### src/rtl/ram_loader_if.sv
`default_nettype none
// ============================================================================
//  Module      : ram_loader_if
//  Description : Byte-stream and RAM write-port bundle for ram_loader.
//                master : byte source / RAM side (drives bytes, sees writes)
//                slave  : the loader (accepts bytes, drives the RAM port)
//                Signals:
//                  byte_data  [7:0]            incoming stream byte
//                  byte_valid                  byte_data is valid
//                  byte_ready                  loader accepts a byte
//                  ram_addr   [ADDR_WIDTH-1:0] RAM write address
//                  ram_data   [DATA_WIDTH-1:0] RAM write data
//                  ram_we                      RAM write enable
//  Revision    : 1.0 - initial release
// ============================================================================
interface ram_loader_if #(
    parameter int ADDR_WIDTH = 6,
    parameter int DATA_WIDTH = 16
);
    logic [7:0]            byte_data;
    logic                  byte_valid;
    logic                  byte_ready;
    logic [ADDR_WIDTH-1:0] ram_addr;
    logic [DATA_WIDTH-1:0] ram_data;
    logic                  ram_we;

    modport master (
        output byte_data,
        output byte_valid,
        input  byte_ready,
        input  ram_addr,
        input  ram_data,
        input  ram_we
    );

    modport slave (
        input  byte_data,
        input  byte_valid,
        output byte_ready,
        output ram_addr,
        output ram_data,
        output ram_we
    );
endinterface
`default_nettype wire

### src/rtl/ram_loader.sv
`default_nettype none
// ============================================================================
//  Module      : ram_loader
//  Description : Writer-side front end for the program RAM. Receives a byte
//                stream (length L, L big-endian 16-bit words, XOR checksum of
//                the data bytes), writes the words to RAM from address 0 and
//                holds the CPU while loading.
//  Ports       : clk      - system clock, rising edge
//                rst_n    - asynchronous active-low reset
//                start    - one-cycle load request (honoured in IDLE/DONE)
//                bus      - ram_loader_if.slave (byte stream + RAM write port)
//                busy     - load in progress
//                cpu_hold - CPU stall request, equal to busy
//                done     - load finished, held until next accepted start
//                err      - bit0 checksum mismatch, bit1 length error
//  Revision    : 1.0 - initial release
// ============================================================================
module ram_loader #(
    parameter int ADDR_WIDTH = 6,
    parameter int DATA_WIDTH = 16,
    parameter int RAM_DEPTH  = 1 << ADDR_WIDTH
) (
    input  wire logic       clk,
    input  wire logic       rst_n,
    input  wire logic       start,
    ram_loader_if.slave     bus,
    output logic            busy,
    output logic            cpu_hold,
    output logic            done,
    output logic [1:0]      err
);

    // Remaining-word counter must hold RAM_DEPTH itself, hence the +1.
    localparam int CNT_W = $clog2(RAM_DEPTH + 1);

    typedef enum logic [2:0] {
        S_IDLE  = 3'd0,
        S_LEN   = 3'd1,
        S_HI    = 3'd2,
        S_LO    = 3'd3,
        S_WRITE = 3'd4,
        S_CHK   = 3'd5,
        S_DONE  = 3'd6
    } state_t;

    state_t                r_state,     w_state;
    logic [ADDR_WIDTH-1:0] r_index,     w_index;
    logic [CNT_W-1:0]      r_remaining, w_remaining;
    logic [7:0]            r_chk,       w_chk;
    logic [7:0]            r_hi,        w_hi;
    logic [ADDR_WIDTH-1:0] r_addr,      w_addr;
    logic [DATA_WIDTH-1:0] r_data,      w_data;
    logic                  r_we,        w_we;
    logic                  r_ready,     w_ready;
    logic                  r_busy,      w_busy;
    logic                  r_done,      w_done;
    logic [1:0]            r_err,       w_err;
    logic                  w_xfer;

    // byte_ready is registered, so a transfer is the registered ready
    // qualified by the source's valid.
    assign w_xfer = bus.byte_valid & r_ready;

    always_comb begin
        w_state     = r_state;
        w_index     = r_index;
        w_remaining = r_remaining;
        w_chk       = r_chk;
        w_hi        = r_hi;
        w_addr      = r_addr;
        w_data      = r_data;
        w_err       = r_err;

        case (r_state)
            S_IDLE, S_DONE: begin
                if (start) begin
                    w_state = S_LEN;
                    w_err   = 2'b00;
                    w_index = '0;
                    w_chk   = 8'h00;
                end
            end
            S_LEN: begin
                if (w_xfer) begin
                    // Length error is decided on this byte alone; the
                    // remainder of the stream is never consumed.
                    if ({24'd0, bus.byte_data} > $unsigned(RAM_DEPTH)) begin
                        w_err[1] = 1'b1;
                        w_state  = S_DONE;
                    end else if (bus.byte_data == 8'h00) begin
                        w_state = S_CHK;
                    end else begin
                        w_remaining = CNT_W'(bus.byte_data);
                        w_state     = S_HI;
                    end
                end
            end
            S_HI: begin
                if (w_xfer) begin
                    w_hi    = bus.byte_data;
                    w_chk   = r_chk ^ bus.byte_data;
                    w_state = S_LO;
                end
            end
            S_LO: begin
                if (w_xfer) begin
                    w_chk   = r_chk ^ bus.byte_data;
                    w_data  = DATA_WIDTH'({r_hi, bus.byte_data});
                    w_addr  = r_index;
                    w_state = S_WRITE;
                end
            end
            S_WRITE: begin
                // Index wraps to 0 only after the last word of a full load.
                w_index     = r_index + 1'b1;
                w_remaining = r_remaining - 1'b1;
                w_state     = (r_remaining == CNT_W'(1)) ? S_CHK : S_HI;
            end
            S_CHK: begin
                if (w_xfer) begin
                    if (bus.byte_data != r_chk) begin
                        w_err[0] = 1'b1;
                    end
                    w_state = S_DONE;
                end
            end
            default: begin
                w_state = S_IDLE;
            end
        endcase

        // Outputs are registered from the next state so they line up with it.
        w_ready = (w_state == S_LEN) || (w_state == S_HI) ||
                  (w_state == S_LO)  || (w_state == S_CHK);
        w_we    = (w_state == S_WRITE);
        w_busy  = (w_state != S_IDLE) && (w_state != S_DONE);
        w_done  = (w_state == S_DONE);
    end

    always_ff @(posedge clk or negedge rst_n) begin
        if (!rst_n) begin
            r_state     <= S_IDLE;
            r_index     <= '0;
            r_remaining <= '0;
            r_chk       <= 8'h00;
            r_hi        <= 8'h00;
            r_addr      <= '0;
            r_data      <= '0;
            r_we        <= 1'b0;
            r_ready     <= 1'b0;
            r_busy      <= 1'b0;
            r_done      <= 1'b0;
            r_err       <= 2'b00;
        end else begin
            r_state     <= w_state;
            r_index     <= w_index;
            r_remaining <= w_remaining;
            r_chk       <= w_chk;
            r_hi        <= w_hi;
            r_addr      <= w_addr;
            r_data      <= w_data;
            r_we        <= w_we;
            r_ready     <= w_ready;
            r_busy      <= w_busy;
            r_done      <= w_done;
            r_err       <= w_err;
        end
    end

    assign bus.byte_ready = r_ready;
    assign bus.ram_addr   = r_addr;
    assign bus.ram_data   = r_data;
    assign bus.ram_we     = r_we;
    assign busy           = r_busy;
    assign cpu_hold       = r_busy;
    assign done           = r_done;
    assign err            = r_err;

endmodule
`default_nettype wire

### src/flat_wrapper.sv
// flat-port wrapper written by rule: the top's interface ports become plain ports
module ram_loader_flat 
#(
    parameter int ADDR_WIDTH = 6,
    parameter int DATA_WIDTH = 16,
    parameter int RAM_DEPTH  = 1 << ADDR_WIDTH
)
  (clk, rst_n, start, busy, cpu_hold, done, err, bus_byte_data, bus_byte_valid, bus_byte_ready, bus_ram_addr, bus_ram_data, bus_ram_we);
  ram_loader_if #(.ADDR_WIDTH(ADDR_WIDTH), .DATA_WIDTH(DATA_WIDTH)) bus_i ();
  input  wire logic clk;
  input  wire logic rst_n;
  input  wire logic start;
  output logic busy;
  output logic cpu_hold;
  output logic done;
  output logic [1:0] err;
  input wire logic [$bits(bus_i.byte_data)-1:0] bus_byte_data;
  input wire logic [$bits(bus_i.byte_valid)-1:0] bus_byte_valid;
  output wire logic [$bits(bus_i.byte_ready)-1:0] bus_byte_ready;
  output wire logic [$bits(bus_i.ram_addr)-1:0] bus_ram_addr;
  output wire logic [$bits(bus_i.ram_data)-1:0] bus_ram_data;
  output wire logic [$bits(bus_i.ram_we)-1:0] bus_ram_we;
  assign bus_i.byte_data = bus_byte_data;
  assign bus_i.byte_valid = bus_byte_valid;
  assign bus_byte_ready = bus_i.byte_ready;
  assign bus_ram_addr = bus_i.ram_addr;
  assign bus_ram_data = bus_i.ram_data;
  assign bus_ram_we = bus_i.ram_we;
  ram_loader #(.ADDR_WIDTH(ADDR_WIDTH), .DATA_WIDTH(DATA_WIDTH), .RAM_DEPTH(RAM_DEPTH)) u_core (.clk(clk), .rst_n(rst_n), .start(start), .bus(bus_i), .busy(busy), .cpu_hold(cpu_hold), .done(done), .err(err));
endmodule
### config.mk
export PLATFORM = sky130hd
export DESIGN_NAME = ram_loader_flat
export DESIGN_NICKNAME = d
export VERILOG_FILES = /design/src/rtl/ram_loader_if.sv /design/src/rtl/ram_loader.sv /design/src/flat_wrapper.sv
export SDC_FILE = /design/constraint.sdc
export NUM_CORES = 1
export LEC_CHECK = 0
export CAP_MARGIN = 20
export CORE_ASPECT_RATIO = 1.4
export CORE_MARGIN = 8
export CORE_UTILIZATION = 54
export DETAILED_ROUTE_END_ITERATION = 8
export MAX_ROUTING_LAYER = met4
export PLACE_DENSITY_LB_ADDON = 0.05
export SLEW_MARGIN = 20
export SYNTH_ARGS = -nofsm -noshare
export SYNTH_HDL_FRONTEND = slang
export SYNTH_SLANG_ARGS = --single-unit
### constraint.sdc
create_clock -name clk -period 2.6 [get_ports clk]
set_clock_uncertainty 0.15 [all_clocks]
set_input_delay 0.52 -clock clk [delete_from_list [all_inputs] [get_ports clk]]
set_output_delay 0.52 -clock clk [all_outputs]
set_load 0.03 [all_outputs]
# --- After elaboration in Yosys (flattened, before gate mapping) ---
# Cells that the tools add are included.
totals:
  memories: 0
  inputBits: 12
  regBits: 60
  rom_bits: 0
  ramBits: 0
  wordCells: 87
  out_inout_bits: 29
  latchBits: 0
op_classes:
  n_shift: 0
  n_lt_le_gt_ge: 1
  n_eq_ne: 23
  mul: 0
  muxes: 25
  reduce_logical: 21
  bitwise_logic: 2
  addsub: 2
  div_mod_pow: 0
op_table:
  columns: ["cell", "n"]
  rows:
  - ["2-to-1 mux 3 bit", 8]
  - ["2-to-1 mux 7 bit", 3]
  - ["equality test 3 bit, second input constant", 6]
  - ["case mux 3 bit (6 select lines)", 1]
  - ["2-to-1 mux 8 bit", 2]
  - ["case mux 8 bit (2 select lines)", 1]
  - ["case mux 7 bit (2 select lines)", 1]
  - ["equality test 3 x 2 -> 1 bit, second input constant", 4]
  - ["case mux 6 bit (2 select lines)", 1]
  - ["AND reduction 4 bit", 3]
  - ["!= test 2 x 1 -> 1 bit, second input constant", 5]
  - ["nonzero test 2 bit", 5]
  - ["> comparator 8 x 7 -> 1 bit, second input constant", 1]
  - ["zero test 8 bit", 1]
  - ["!= test 8 bit", 1]
  - ["bitwise XOR 8 bit", 1]
  - ["equality test 7 x 1 -> 1 bit, second input constant", 1]
  - ["subtractor 7 x 1 -> 7 bit, second input constant", 1]
  - ["adder 6 x 1 -> 6 bit, second input constant", 1]
  - ["equality test 3 x 1 -> 1 bit, second input constant", 2]
  - ["2-to-1 mux 6 bit", 1]
  - ["!= test 2 bit, second input constant", 3]
  - ["AND reduction 2 bit", 3]
  - ["2-to-1 mux 1 bit", 4]
  - ["10 further kinds", 14]

# --- Logic depth before layout (Yosys ltp) ---
depth:
  word_depth: 9
  depth_mapped: 7

# --- Least setup slack after synthesis ---
# Ideal clock, no wire load.
synth_timing:
  path_kind: "register -> register"
  start: "register u_core.r_state[1]"
  end: "register u_core.r_remaining[5]"
  path_slack_ns: 0.518
  stages_incl_launch_ff: 7
  t_arrival_ns: 1.801
  n_path_buf: 1
  setup_ns: 0.131
  period_less_slack_ns: 2.082
  path_cell_list: "dfrtp_1 -> or3b_1 -> buf_2 -> or4_4 -> or3_1 -> nand3b_1 -> o211ai_1"
synth_via:
  elab_chain_cells: 3
  word_cells_on_any_way: 8
synth_lines:
  columns: ["element", "line", "rtl"]
  rows:
  - ["from (decl)", "ram_loader.sv:46", "state_t r_state, w_state;"]
  - ["from (signal assigned)", "ram_loader.sv:155", "r_state <= w_state;"]
  - ["equality test 3 x 1 -> 1 bit / equality test 3 bit (equally long branches)", "ram_loader.sv:74", "case (r_state)"]
  - ["!= test 2 bit (no source line), or another cell as far along", null, null]
  - ["AND reduction 4 bit (no source line)", null, null]
  - ["to (signal assigned)", "ram_loader.sv:157", "r_remaining <= w_remaining;"]
  - ["to (decl)", "ram_loader.sv:48", "logic [CNT_W-1:0] r_remaining, w_remaining;"]
# Several ways; a longest one is shown, not always the timed one.
# A chain may end at the register's enable or synchronous reset.

# --- Worst setup path after layout ---
layout_timing:
  start: "input port bus_byte_data[0]"
  end: "register u_core.r_busy, in the netlist u_core.busy"
layout_via:
  elab_chain_cells: 7
  word_cells_on_any_way: 9
layout_lines:
  columns: ["element", "line", "rtl"]
  rows:
  - ["from (decl)", "flat_wrapper.sv:17", "input wire logic [$bits(bus_i.byte_data)-1:0] bus_byte_data;"]
  - ["parallel branches: the longest is 2 deep, another holds > comparator 8 x 7 -> 1 bit", null, null]
  - ["2-to-1 mux 3 bit (*)", "ram_loader.sv:87", "if ({24'd0, bus.byte_data} > $unsigned(RAM_DEPTH)) begin"]
  - ["2-to-1 mux 3 bit (*)", "ram_loader.sv:84", "if (w_xfer) begin"]
  - ["case mux 3 bit (6 select lines) (*)", "ram_loader.sv:74", null]
  - ["!= test 3 bit / nonzero test 3 bit (equally long branches)", "ram_loader.sv:136", "w_busy = (w_state != S_IDLE) && (w_state != S_DONE);"]
  - ["logical AND 1 bit (*)", "ram_loader.sv:136", null]
  - ["named net u_core.w_busy", "ram_loader.sv:55", "logic r_busy, w_busy;"]
  - ["to (signal assigned)", "ram_loader.sv:164", "r_busy <= w_busy;"]
  - ["to (decl)", "ram_loader.sv:55", null]
# Mark *: on every way through the listed nets, which the timed path passes.

==> summary.md <==
| Metric | Value |
|---|---|
| Rows | `31` |
| Max Freq | `~420 MHz` |
| Post-synth top area cell | `dfrtp_1` |
| CTS sink count | `60` |
| Fin util | `between 70 and 80%` |
| Top FF cell, synth | `dfrtp_1` |
| Die area | `7951 um^2` |
| Period utilization | `approximately nine tenths` |
| Detailed Place HPWL | `around 5.1 mm` |
| # hold bufs at CTS | `0` |
| Crit path time final | `2362 ps` |
| NetSw | `0.001732 W` |
| Worst setup EP type | `flip-flop` |
| Final worst-path setup slack | `237.6 ps` |
| CTS Buf Count | `9` |
| Worst-margin pin slew | `between 500 and 600 ps` |
| TritonCTS clock tree | `built` |
| P per Cell Area | `1235 nW/um^2` |
| Post_cts resized | `0` |
| Final GP Congestion | `between 0.8 and 0.9` |
| Combinational share of power | `~45%` |
| Die Wd | `77.69 um` |
| Arrival time worst endpoint | `between 2000 and 2500 ps` |
| Number of global-route vias before repair | `2424` |
| Global-route wire length before repair | `between 10 and 15 mm` |
| Critical-path maximum fanout | `3` |
| Largest net degree at the start of global routing | `38` |
| Core Footprint | `5159 um^2` |
| Final Hold Vio Count | `0` |
| Post-CTS Setup Bufs | `0` |
| Top cells by area, synth | `dfrtp_1 (52%), mux2_2 (11%), o21ai_0 (5.2%), nand2_1 (3.1%), nor2_1 (2.9%)` |
| Wire length per cell | `16.74 um` |
| Post-synth cell types | `47` |
| Sw Share | `37.74%` |
| Most common cell in the synthesized netlist | `dfrtp_1` |
| Max-slew headroom | `around 63%` |
| Pleak | `~1.6 nW` |
| Residual DRC | `0` |
| Number of synthesized flops with an enable pin | `0` |
| Max VDD drop | `around 0.67 mV` |
| Remaining global-route overflow | `0` |
| Routed vias/inst | `5.741` |
| Sequential share of power | `between 30% and 40%` |
| GRT Overall Usage | `18.68%` |
| Syn_nets | `roughly 290` |
| Post-synth top area share | `between 50 and 60%` |
| Root Buffer | `clkbuf_8` |
| Pint | `0.002857 W` |
| DRT iter0 DRCs | `between 100 and 150` |
| Flops & latches, synth | `60` |
| Antenna diodes | `0` |
| Reg clk slew, reported paths | `about 60 ps` |
| Number of setup violations in the final report | `0` |
| Seq/Total Area, Yosys | `between 50% and 60%` |
| Synth cell count leaders | `dfrtp_1 (60), o21ai_0 (30), mux2_2 (28)` |
| Via count | `approximately 2.3k` |
| CP Launch Type | `input pin` |
| Asr flop ratio synth | `100.0%` |
| Max-slew violation count | `0` |
| Avg Cell Area, Syn | `about 10 um^2` |
| Initial core utilization | `between 50% and 60%` |
| Nets | `353` |
| CP required | `2700 ps` |
| CTS max path bufs | `2` |
| Synth Instances | `roughly 280` |
| Worst Hold Class | `in -> async` |
| Antenna Nets Post-Route | `0` |
| Setup CP Type | `in -> reg` |
| Ports | `between 40 and 50` |
| Area grow syn2layout | `29.14%` |
| DIE HEIGHT | `around 100 um` |
| Unrepaired setup endpoints after global routing | `false` |
| Clk pwr share | `21.2%` |
| Port Buffer Count | `40` |
| Cell area after synthesis | `about 2900 um^2` |
| Yosys warns | `0` |
| Layout cells sized above 1 | `about a fifth` |
| Maxcap violations | `0` |
| Status | `finished clean` |
| First-pass detailed-route iteration total | `4` |
| H-tree Lvls | `3` |
| Initial antenna violation count | `0` |
| Clk_lat worst skew | `340 ps` |
| Post-placement setup slack | `-97.52 ps` |
| Total wire length | `slightly below 7 mm` |
==> registers in the layout, summed over array words and instances, names as in the netlist <==
signal                 cells
u_core.bus.byte_ready      1
u_core.err                 2
u_core.bus.ram_we          1
u_core.bus.ram_addr        6
u_core.r_index             6
u_core.bus.ram_data       16
u_core.r_state             3
u_core.r_remaining         7
u_core.busy                1
u_core.r_hi                8
u_core.r_chk               8
u_core.done                1
==> kinds of logic (layout without fill, tap and decap cells) <==
logic type | count (synthesis) | after routing | share of synthesized area (%)
simple gates | 96 | 96 | 17.23
compound gates | 64 | 64 | 14.14
flops | 60 | 60 | 52.20
mux | 28 | 28 | 10.96
buf+inv | 22 | 89 | 3.262
fa+ha+maj | 3 | 3 | 1.305
xor+xnor | 3 | 3 | 0.9136
==> routing by layer <==
| metal | global-route usage [%] | part of all wire [%] |
|---|---|---|
| met4 | 9.913 | 1.8 |
| met1 | 18.80 | 39 |
| met3 | 4.489 | 5.2 |
| met2 | 32.82 | 54 |
| met5 | - | 0 |
==> layout make-up <==
type                    count  area (um^2)
inverters                  11        41.29
repair buffers             62        573.1
flip-flops and latches     60         1501
clock inverters             4        70.07
fillers                   383         1444
multi-input cells         194         1281
clock buffers              12        165.2
well taps                  66        82.58
==> through the flow <==
| step | std cells | instance area (um^2) | setup TNS, ps | total power [W] | hold slack [ps] |
|---|---|---|---|---|---|
| global placement | 393 | 3480 | -154.1 | 0.003575 | 317.4 |
| finish | 409 | 3715 | 0 | 0.004589 | 18.79 |
| detailed placement | 393 | 3480 | -383.4 | 0.003628 | 326.3 |
| global route | 409 | 3715 | 0 | 0.004856 | 54.31 |
| CTS | 409 | 3715 | 0 | 0.004614 | 24.38 |
| floorplan | 276 | 2877 | 0 | 0.002833 | 74.41 |
==> cells in the final DEF, fill, tap and decap left out, types with 8 or more instances in the layout <==
master and instances:
nand3_1 9, buf_4 21, nand2_1 24, dfrtp_1 60
clkdlybuf4s50_1 39, nor2_1 22, o21ai_0 30, nand2b_1 8
mux2_2 28, clkbuf_8 12, inv_1 11
==> power by group through the flow <==
stage	sequential, W	clock [W]	combinational, W
finish	0.00157	0.000974	0.00205
global route	0.00162	0.00103	0.00221
CTS	0.00157	0.000986	0.00206
detailed placement	0.00158	0	0.00205
global placement	0.00156	0	0.00201
floorplan	0.00190	0	0.000935
==> critical path, stage by stage <==
cell,delay [ps]
clkdlybuf4s50_1,440
or4_1,600
or4_1,420
a22oi_1,190
a2111oi_2,90
a31oi_1,190
==> path summary, 6_finish.rpt <==
check,slack [ps],startpoint,depth (start not counted),to
max in group asynchronous,1690,rst_n,2,u_core.r_chk[0]$_DFFE_PN0P_
min reg2reg,330,u_core.bus.ram_data[1]$_DFFE_PN0P_,2,u_core.bus.ram_data[1]$_DFFE_PN0P_
max reg2reg,390,u_core.r_state[1]$_DFF_PN0_,5,u_core.busy$_DFF_PN0_
min in group clk,330,u_core.bus.ram_data[1]$_DFFE_PN0P_,2,u_core.bus.ram_data[1]$_DFFE_PN0P_
max,240,bus_byte_data[0],6,u_core.busy$_DFF_PN0_
min,20,rst_n,1,u_core.bus.ram_addr[4]$_DFFE_PN0P_
Power figures use the tool's default switching activity.
